File: src/rtl/pdm_cic_decimator.sv
// pdm_cic_decimator
//   N-stage CIC (Hogenauer) decimator taking a 1-bit PDM stream to signed PCM.
//   Decimation ratio R = 2^k, where k is a clamped copy of ratio_log2_in that is
//   re-sampled on every frame boundary. The output is normalised to full scale
//   and saturated.
//
// Ports
//   clk_in            system clock
//   rst_in            synchronous, active-high reset
//   pdm_in            PDM bit (1 -> +1, 0 -> -1)
//   pdm_valid         single-cycle strobe, pdm_in consumed this cycle
//   ratio_log2_in     requested log2(R)
//   dec_output        signed decimated sample, held between strobes
//   dec_output_ready  single-cycle strobe, dec_output valid this cycle
//   active_log2_out   log2(R) currently in effect
module pdm_cic_decimator #(
  parameter int ORDER      = 4,
  parameter int MAX_LOG2_R = 6,
  parameter int OUT_WIDTH  = 16,
  localparam int KW        = $clog2(MAX_LOG2_R + 1)
) (
  input  logic                        clk_in,
  input  logic                        rst_in,
  input  logic                        pdm_in,
  input  logic                        pdm_valid,
  input  logic [KW-1:0]               ratio_log2_in,
  output logic signed [OUT_WIDTH-1:0] dec_output,
  output logic                        dec_output_ready,
  output logic [KW-1:0]               active_log2_out
);

  localparam int W   = ORDER * MAX_LOG2_R + 2;
  localparam int CW  = MAX_LOG2_R;
  localparam int WUW = $clog2(ORDER + 1);
  localparam int WX  = W + OUT_WIDTH;

  logic [KW-1:0]  k_req;
  logic [KW-1:0]  active_q, active_d;
  logic [CW-1:0]  cnt_q, cnt_d, cnt_last;
  logic [WUW-1:0] warm_q, warm_d;
  logic           frame, change;

  logic [W-1:0]   integ_q   [ORDER];
  logic [W-1:0]   integ_d   [ORDER];
  logic [W-1:0]   integ_sum [ORDER];

  // Comb pipe: x_q[0] is the captured integrator value, x_q[j+1] the output of
  // comb stage j. Side-band k / emit / clear flags travel with the sample.
  logic [W-1:0]   x_q   [ORDER+1];
  logic [W-1:0]   x_d   [ORDER+1];
  logic [W-1:0]   dly_q [ORDER];
  logic [W-1:0]   dly_d [ORDER];
  logic [KW-1:0]  kp_q  [ORDER+1];
  logic [KW-1:0]  kp_d  [ORDER+1];
  logic [ORDER:0] vld_q, vld_d;
  logic [ORDER:0] emit_q, emit_d;
  logic [ORDER-1:0] clr_q, clr_d;

  int                         shamt;
  logic signed [WX-1:0]       ext, shifted;
  logic signed [OUT_WIDTH-1:0] sat;
  logic signed [OUT_WIDTH-1:0] dout_q, dout_d;
  logic                        rdy_q, rdy_d;

  // Ratio clamp, frame detection, integrators, warm-up.
  always_comb begin
    k_req = ratio_log2_in;
    if (ratio_log2_in == '0) begin
      k_req = KW'(1);
    end else if (ratio_log2_in > KW'(MAX_LOG2_R)) begin
      k_req = KW'(MAX_LOG2_R);
    end

    cnt_last = ~({CW{1'b1}} << active_q);
    frame    = pdm_valid && (cnt_q == cnt_last);
    change   = frame && (k_req != active_q);

    integ_sum[0] = integ_q[0] + (pdm_in ? W'(1) : {W{1'b1}});
    for (int i = 1; i < ORDER; i++) begin
      integ_sum[i] = integ_q[i] + integ_sum[i-1];
    end

    integ_d = integ_q;
    cnt_d   = cnt_q;
    if (pdm_valid) begin
      integ_d = integ_sum;
      cnt_d   = frame ? '0 : cnt_q + CW'(1);
    end
    // A ratio change restarts the filter from zero; the frame just captured
    // still carries the pre-clear integrator value down the comb pipe.
    if (change) begin
      for (int i = 0; i < ORDER; i++) begin
        integ_d[i] = '0;
      end
    end

    active_d = change ? k_req : active_q;

    warm_d = warm_q;
    if (frame) begin
      if (warm_q != '0) begin
        warm_d = warm_q - WUW'(1);
      end
      if (change) begin
        warm_d = WUW'(ORDER);
      end
    end
  end

  // Comb pipe, one stage per clock.
  always_comb begin
    x_d    = x_q;
    dly_d  = dly_q;
    kp_d   = kp_q;
    emit_d = emit_q;
    clr_d  = clr_q;
    vld_d  = {vld_q[ORDER-1:0], frame};

    if (frame) begin
      x_d[0]    = integ_sum[ORDER-1];
      kp_d[0]   = active_q;
      emit_d[0] = (warm_q == '0);
      clr_d[0]  = change;
    end

    for (int j = 0; j < ORDER; j++) begin
      if (vld_q[j]) begin
        x_d[j+1]    = x_q[j] - dly_q[j];
        // A sample flagged with clear uses the old delay, then leaves it at
        // zero so the next frame starts from a clean filter state.
        dly_d[j]    = clr_q[j] ? '0 : x_q[j];
        kp_d[j+1]   = kp_q[j];
        emit_d[j+1] = emit_q[j];
      end
    end
    for (int j = 1; j < ORDER; j++) begin
      if (vld_q[j-1]) begin
        clr_d[j] = clr_q[j-1];
      end
    end
  end

  // Normalise by S = OUT_WIDTH-1-ORDER*k using the k the sample was taken with,
  // then saturate.
  always_comb begin
    shamt = OUT_WIDTH - 1 - ORDER * int'(kp_q[ORDER]);
    ext   = {{OUT_WIDTH{x_q[ORDER][W-1]}}, x_q[ORDER]};
    if (shamt >= 0) begin
      shifted = ext <<< shamt;
    end else begin
      shifted = ext >>> (-shamt);
    end

    if (shifted[WX-1:OUT_WIDTH-1] == {(WX-OUT_WIDTH+1){shifted[WX-1]}}) begin
      sat = shifted[OUT_WIDTH-1:0];
    end else if (shifted[WX-1]) begin
      sat = {1'b1, {(OUT_WIDTH-1){1'b0}}};
    end else begin
      sat = {1'b0, {(OUT_WIDTH-1){1'b1}}};
    end

    dout_d = dout_q;
    rdy_d  = 1'b0;
    if (vld_q[ORDER] && emit_q[ORDER]) begin
      dout_d = sat;
      rdy_d  = 1'b1;
    end
  end

  always_ff @(posedge clk_in) begin
    if (rst_in) begin
      active_q <= k_req;
      cnt_q    <= '0;
      warm_q   <= WUW'(ORDER);
      for (int i = 0; i < ORDER; i++) begin
        integ_q[i] <= '0;
        dly_q[i]   <= '0;
      end
      for (int j = 0; j <= ORDER; j++) begin
        x_q[j]  <= '0;
        kp_q[j] <= '0;
      end
      vld_q  <= '0;
      emit_q <= '0;
      clr_q  <= '0;
      dout_q <= '0;
      rdy_q  <= 1'b0;
    end else begin
      active_q <= active_d;
      cnt_q    <= cnt_d;
      warm_q   <= warm_d;
      integ_q  <= integ_d;
      dly_q    <= dly_d;
      x_q      <= x_d;
      kp_q     <= kp_d;
      vld_q    <= vld_d;
      emit_q   <= emit_d;
      clr_q    <= clr_d;
      dout_q   <= dout_d;
      rdy_q    <= rdy_d;
    end
  end

  assign dec_output       = dout_q;
  assign dec_output_ready = rdy_q;
  assign active_log2_out  = active_q;

endmodule

File: config.mk
export PLATFORM = sky130hd
export DESIGN_NAME = pdm_cic_decimator
export DESIGN_NICKNAME = d
export VERILOG_FILES = /design/src/rtl/pdm_cic_decimator.sv
export SDC_FILE = /design/constraint.sdc
export NUM_CORES = 1
export LEC_CHECK = 0
export BUFFER_PORTS_ARGS = -buffer_cell sky130_fd_sc_hd__buf_2
export CAP_MARGIN = 20
export CORE_MARGIN = 2
export CORE_UTILIZATION = 30
export CTS_CLUSTER_DIAMETER = 150
export DETAILED_ROUTE_END_ITERATION = 10
export GPL_ROUTABILITY_DRIVEN = 1
export MAX_ROUTING_LAYER = met4
export SLEW_MARGIN = 20
export SYNTH_ARGS = -nofsm -noshare
export SYNTH_HDL_FRONTEND = slang
export SYNTH_SLANG_ARGS = --single-unit
File: constraint.sdc
create_clock -name clk_in -period 18.25 [get_ports clk_in]
set_clock_uncertainty 0.1 [all_clocks]
set_input_delay 3.65 -clock clk_in [delete_from_list [all_inputs] [get_ports clk_in]]
set_output_delay 3.65 -clock clk_in [all_outputs]
set_load 0.005 [all_outputs]
==> out/metrics.json <==
{
  "status": {
    "outcome": "finished clean"
  },
  "synthesis": {
    "avgSynthCellArea_um2": 8.47,
    "synth.yosys.seq_area_share_pct": 32.8,
    "synth.yosys.warnings": 0,
    "postSynth.asyncResetShare_pct": 0,
    "netlist_area_um2": 24200,
    "synth.net_count": 3084,
    "yosys_reg_bits": 396,
    "post_synth_num_cell_types": 81,
    "synth_enable_flop_cells": 3,
    "yosys_most_used_dff": "dfxtp_1",
    "synthCells": 2864
  },
  "placed_design": {
    "placed_cells": 3839,
    "hpwl_um": 35300,
    "place_ws_ps": 6510,
    "globalplace.congestion": 0.881,
    "placedInstanceArea_um2": 25400,
    "port-buffer-count": 26
  },
  "clock_tree": {
    "ctsRootBufferMaster": "clkbuf_16",
    "cts.path.max_buffers": 3,
    "clock_sink_count": 396,
    "buffers_inserted_during_post_cts_setup_optimization": 0,
    "postCtsResizedCells": 0,
    "numCtsBuffers": 42,
    "clock_latency_ps": 560,
    "cts-hold-fix-buffers": 0,
    "cts-htree-levels": 2,
    "cts_tree": "built",
    "worst_setup_hold_path_clk_slew_ps": 60
  },
  "global_route": {
    "grt_pass1_vias": 17500,
    "grt_overflow": 0,
    "grt_pass1_wl_um": 84800,
    "antenna_found_initial": 0,
    "globalRouteTotalUtil_pct": 12.2,
    "largest_net_degree_at_the_start_of_global_routing": 130
  },
  "route": {
    "detail_route.first_pass.iterations": 5,
    "vias_per_std_cell": 4.78,
    "antenna_violating_nets_post_route": 0,
    "drt_iter0_markers": 776,
    "routed-via-count": 18700,
    "remaining_drc_errors": 0,
    "totalWireLength_um": 49300,
    "detail_route.wl_per_cell_um": 12.6
  },
  "die": {
    "die_h_um": 288,
    "die_footprint_um2": 83100,
    "floorplan.initialDensity_pct": 30.2,
    "std_cell_rows": 104,
    "io_pins": 27,
    "floorplan.die.width_um": 288,
    "core_area_um2": 80300
  },
  "critical_path": {
    "required_time_at_the_worst_slack_endpoint_ps": 18620,
    "timing.critical_path.slowest_stage_cell": "inv_1",
    "data_arrival_time_of_the_critical_path_ps": 11500,
    "critPathLaunchType": "input port",
    "worst_path_largest_cell_delay_ps": 640,
    "worst-path-max-fanout": 24,
    "endpoint_kind_of_the_worst_setup_timing_path": "flip-flop",
    "worst-setup-path-type": "in2reg"
  },
  "sta": {
    "relSlewSlack_pct": 37.0,
    "fin_worst_hold_slack_ps": 356,
    "final.min_clock_period_ps": 11140,
    "finalMaxSlewViolations": 0,
    "setup_slack_ps": 7110,
    "max_freq_ghz": 0.0898,
    "total_negative_slack_for_setup_checks_ps": 0,
    "setup_violations": 0,
    "setup_repair_after_global_routing_missed_its_margin": "false",
    "tightestPinTransition_ps": 921,
    "layout_worst_path_cycle_share_pct": 61.0,
    "final-hold-violation-count": 0
  },
  "finish": {
    "number_of_fill_cells_in_the_layout": 8371,
    "finish.cell_count_without_fillers": 3913,
    "area_added_between_synthesis_and_finish_pct": 10.2,
    "insertedDiodeCount": 0,
    "layout-drive-gt1-share_pct": 5.40,
    "finish.utilization_pct": 33.3,
    "design.final.nets": 3043,
    "finish.instance_area_um2": 26700
  },
  "power": {
    "vdd_ir_drop_max_v": 0.0000977,
    "p_total_mw": 4.21,
    "power_density_nw_per_um2": 158,
    "total_leakage_power_nw": 10.7
  },
  "hold_path": {
    "hp-class": "reg2reg"
  },
  "job": {
    "max-cap-violations": 0
  }
}
==> cells in the final DEF, fill, tap and decap left out, types with 75 or more instances in the layout <==
master	n
nor2_1	452
ha_1	205
dfxtp_1	391
a21oi_1	202
xnor2_1	138
a21o_1	75
mux2i_1	200
inv_1	172
nand2_1	115
o21ai_0	100
==> critical path: cells and delay by family <==
kind	cells	cell delay (ps)
compound gates	21	4120
xor+xnor	5	740
buf+inv	2	770
fa+ha+maj	4	1400
simple gates	6	790
==> state kept, by name, summed over array words and instances, names as in the netlist <==
name	cells
dly_q	104
integ_q	104
x_q	104
ext	26
dec_output	16
kp_q	15
cnt_q	6
emit_q	5
vld_q	5
clr_q	4
active_log2_out	3
warm_q	3
dec_output_ready	1
==> where the power goes <==
group          internal (mW)  switching, mW  leakage [nW]
clock                  0.477          0.347         0.640
sequential             0.954         0.0507          3.22
combinational           1.06           1.33          6.82
total                   2.49           1.73          10.7
==> final cells by class <==
cell class	count	area (um2)	share of cell area, %
clock buffers	65	1230	4.60
inverters	172	646	2.42
well taps	1060	1330	4.96
clock inverters	9	80.1	0.300
repair buffers	45	300	1.12
multi-input cells	2166	15200	56.8
flip-flops and latches	396	7960	29.8
==> layer usage <==
metal	track usage (%)	routed length [um]	vias to the layer above	part of all wire, %
met4	3.48	1170	0	2.4
met5	-	0	-	0
met3	1.67	1410	78	2.9
met2	19.6	21900	192	44
li1	-	-	10000	-
met1	15.9	24800	8401	50
==> Yosys cell counts (all sizes together), types with 8 or more instances <==
master / n / area [um2]
nor2: 452 / 1700
dfxtp: 393 / 7870
ha: 205 / 2560
a21oi: 204 / 1020
mux2i: 200 / 2000
inv: 172 / 646
xnor2: 138 / 1210
nand2: 115 / 432
o21ai: 112 / 568
clkbuf: 107 / 402
a21o: 76 / 572
nand2b: 54 / 338
a22oi: 53 / 398
xor2: 50 / 438
a211oi: 46 / 350
nor3: 43 / 215
nor2b: 38 / 238
a2bb2oi: 35 / 307
nand3: 35 / 175
o21a: 26 / 195
buf: 23 / 92.6
o21bai: 23 / 173
a31oi: 20 / 125
and3: 18 / 113
o211ai: 17 / 128
nand3b: 16 / 120
a21boi: 13 / 97.6
a22o: 13 / 114
nand4: 11 / 68.8
a2111oi: 9 / 93.8
a31o: 9 / 78.8
nor4: 9 / 56.3
o31ai: 9 / 86.3
or3: 9 / 56.3
fa: 8 / 160
o22ai: 8 / 62.6
or2: 8 / 50.1
==> cell families after synthesis <==
family / synth area share [%]
XOR/XNOR: 6.79
adder cells (fa/ha/maj): 11.2
multiplexers: 9.14
flip-flops: 32.8
buffers and inverters: 4.70
AO/OA/AOI/OAI: 19.8
AND/OR/NAND/NOR: 15.5
==> path summary, 6_finish.rpt <==
check | startpoint | end | slack [ps] | cells after the start
worst min-delay path | dec_output[15] | dec_output[15] | 360 | 2
worst min register to register | dec_output[15] | dec_output[15] | 360 | 2
worst max-delay path | pdm_in | integ_q[25] | 7110 | 38
worst max register to register | integ_q[78] | integ_q[24] | 10650 | 37
(Power assumes the default switching activity.)
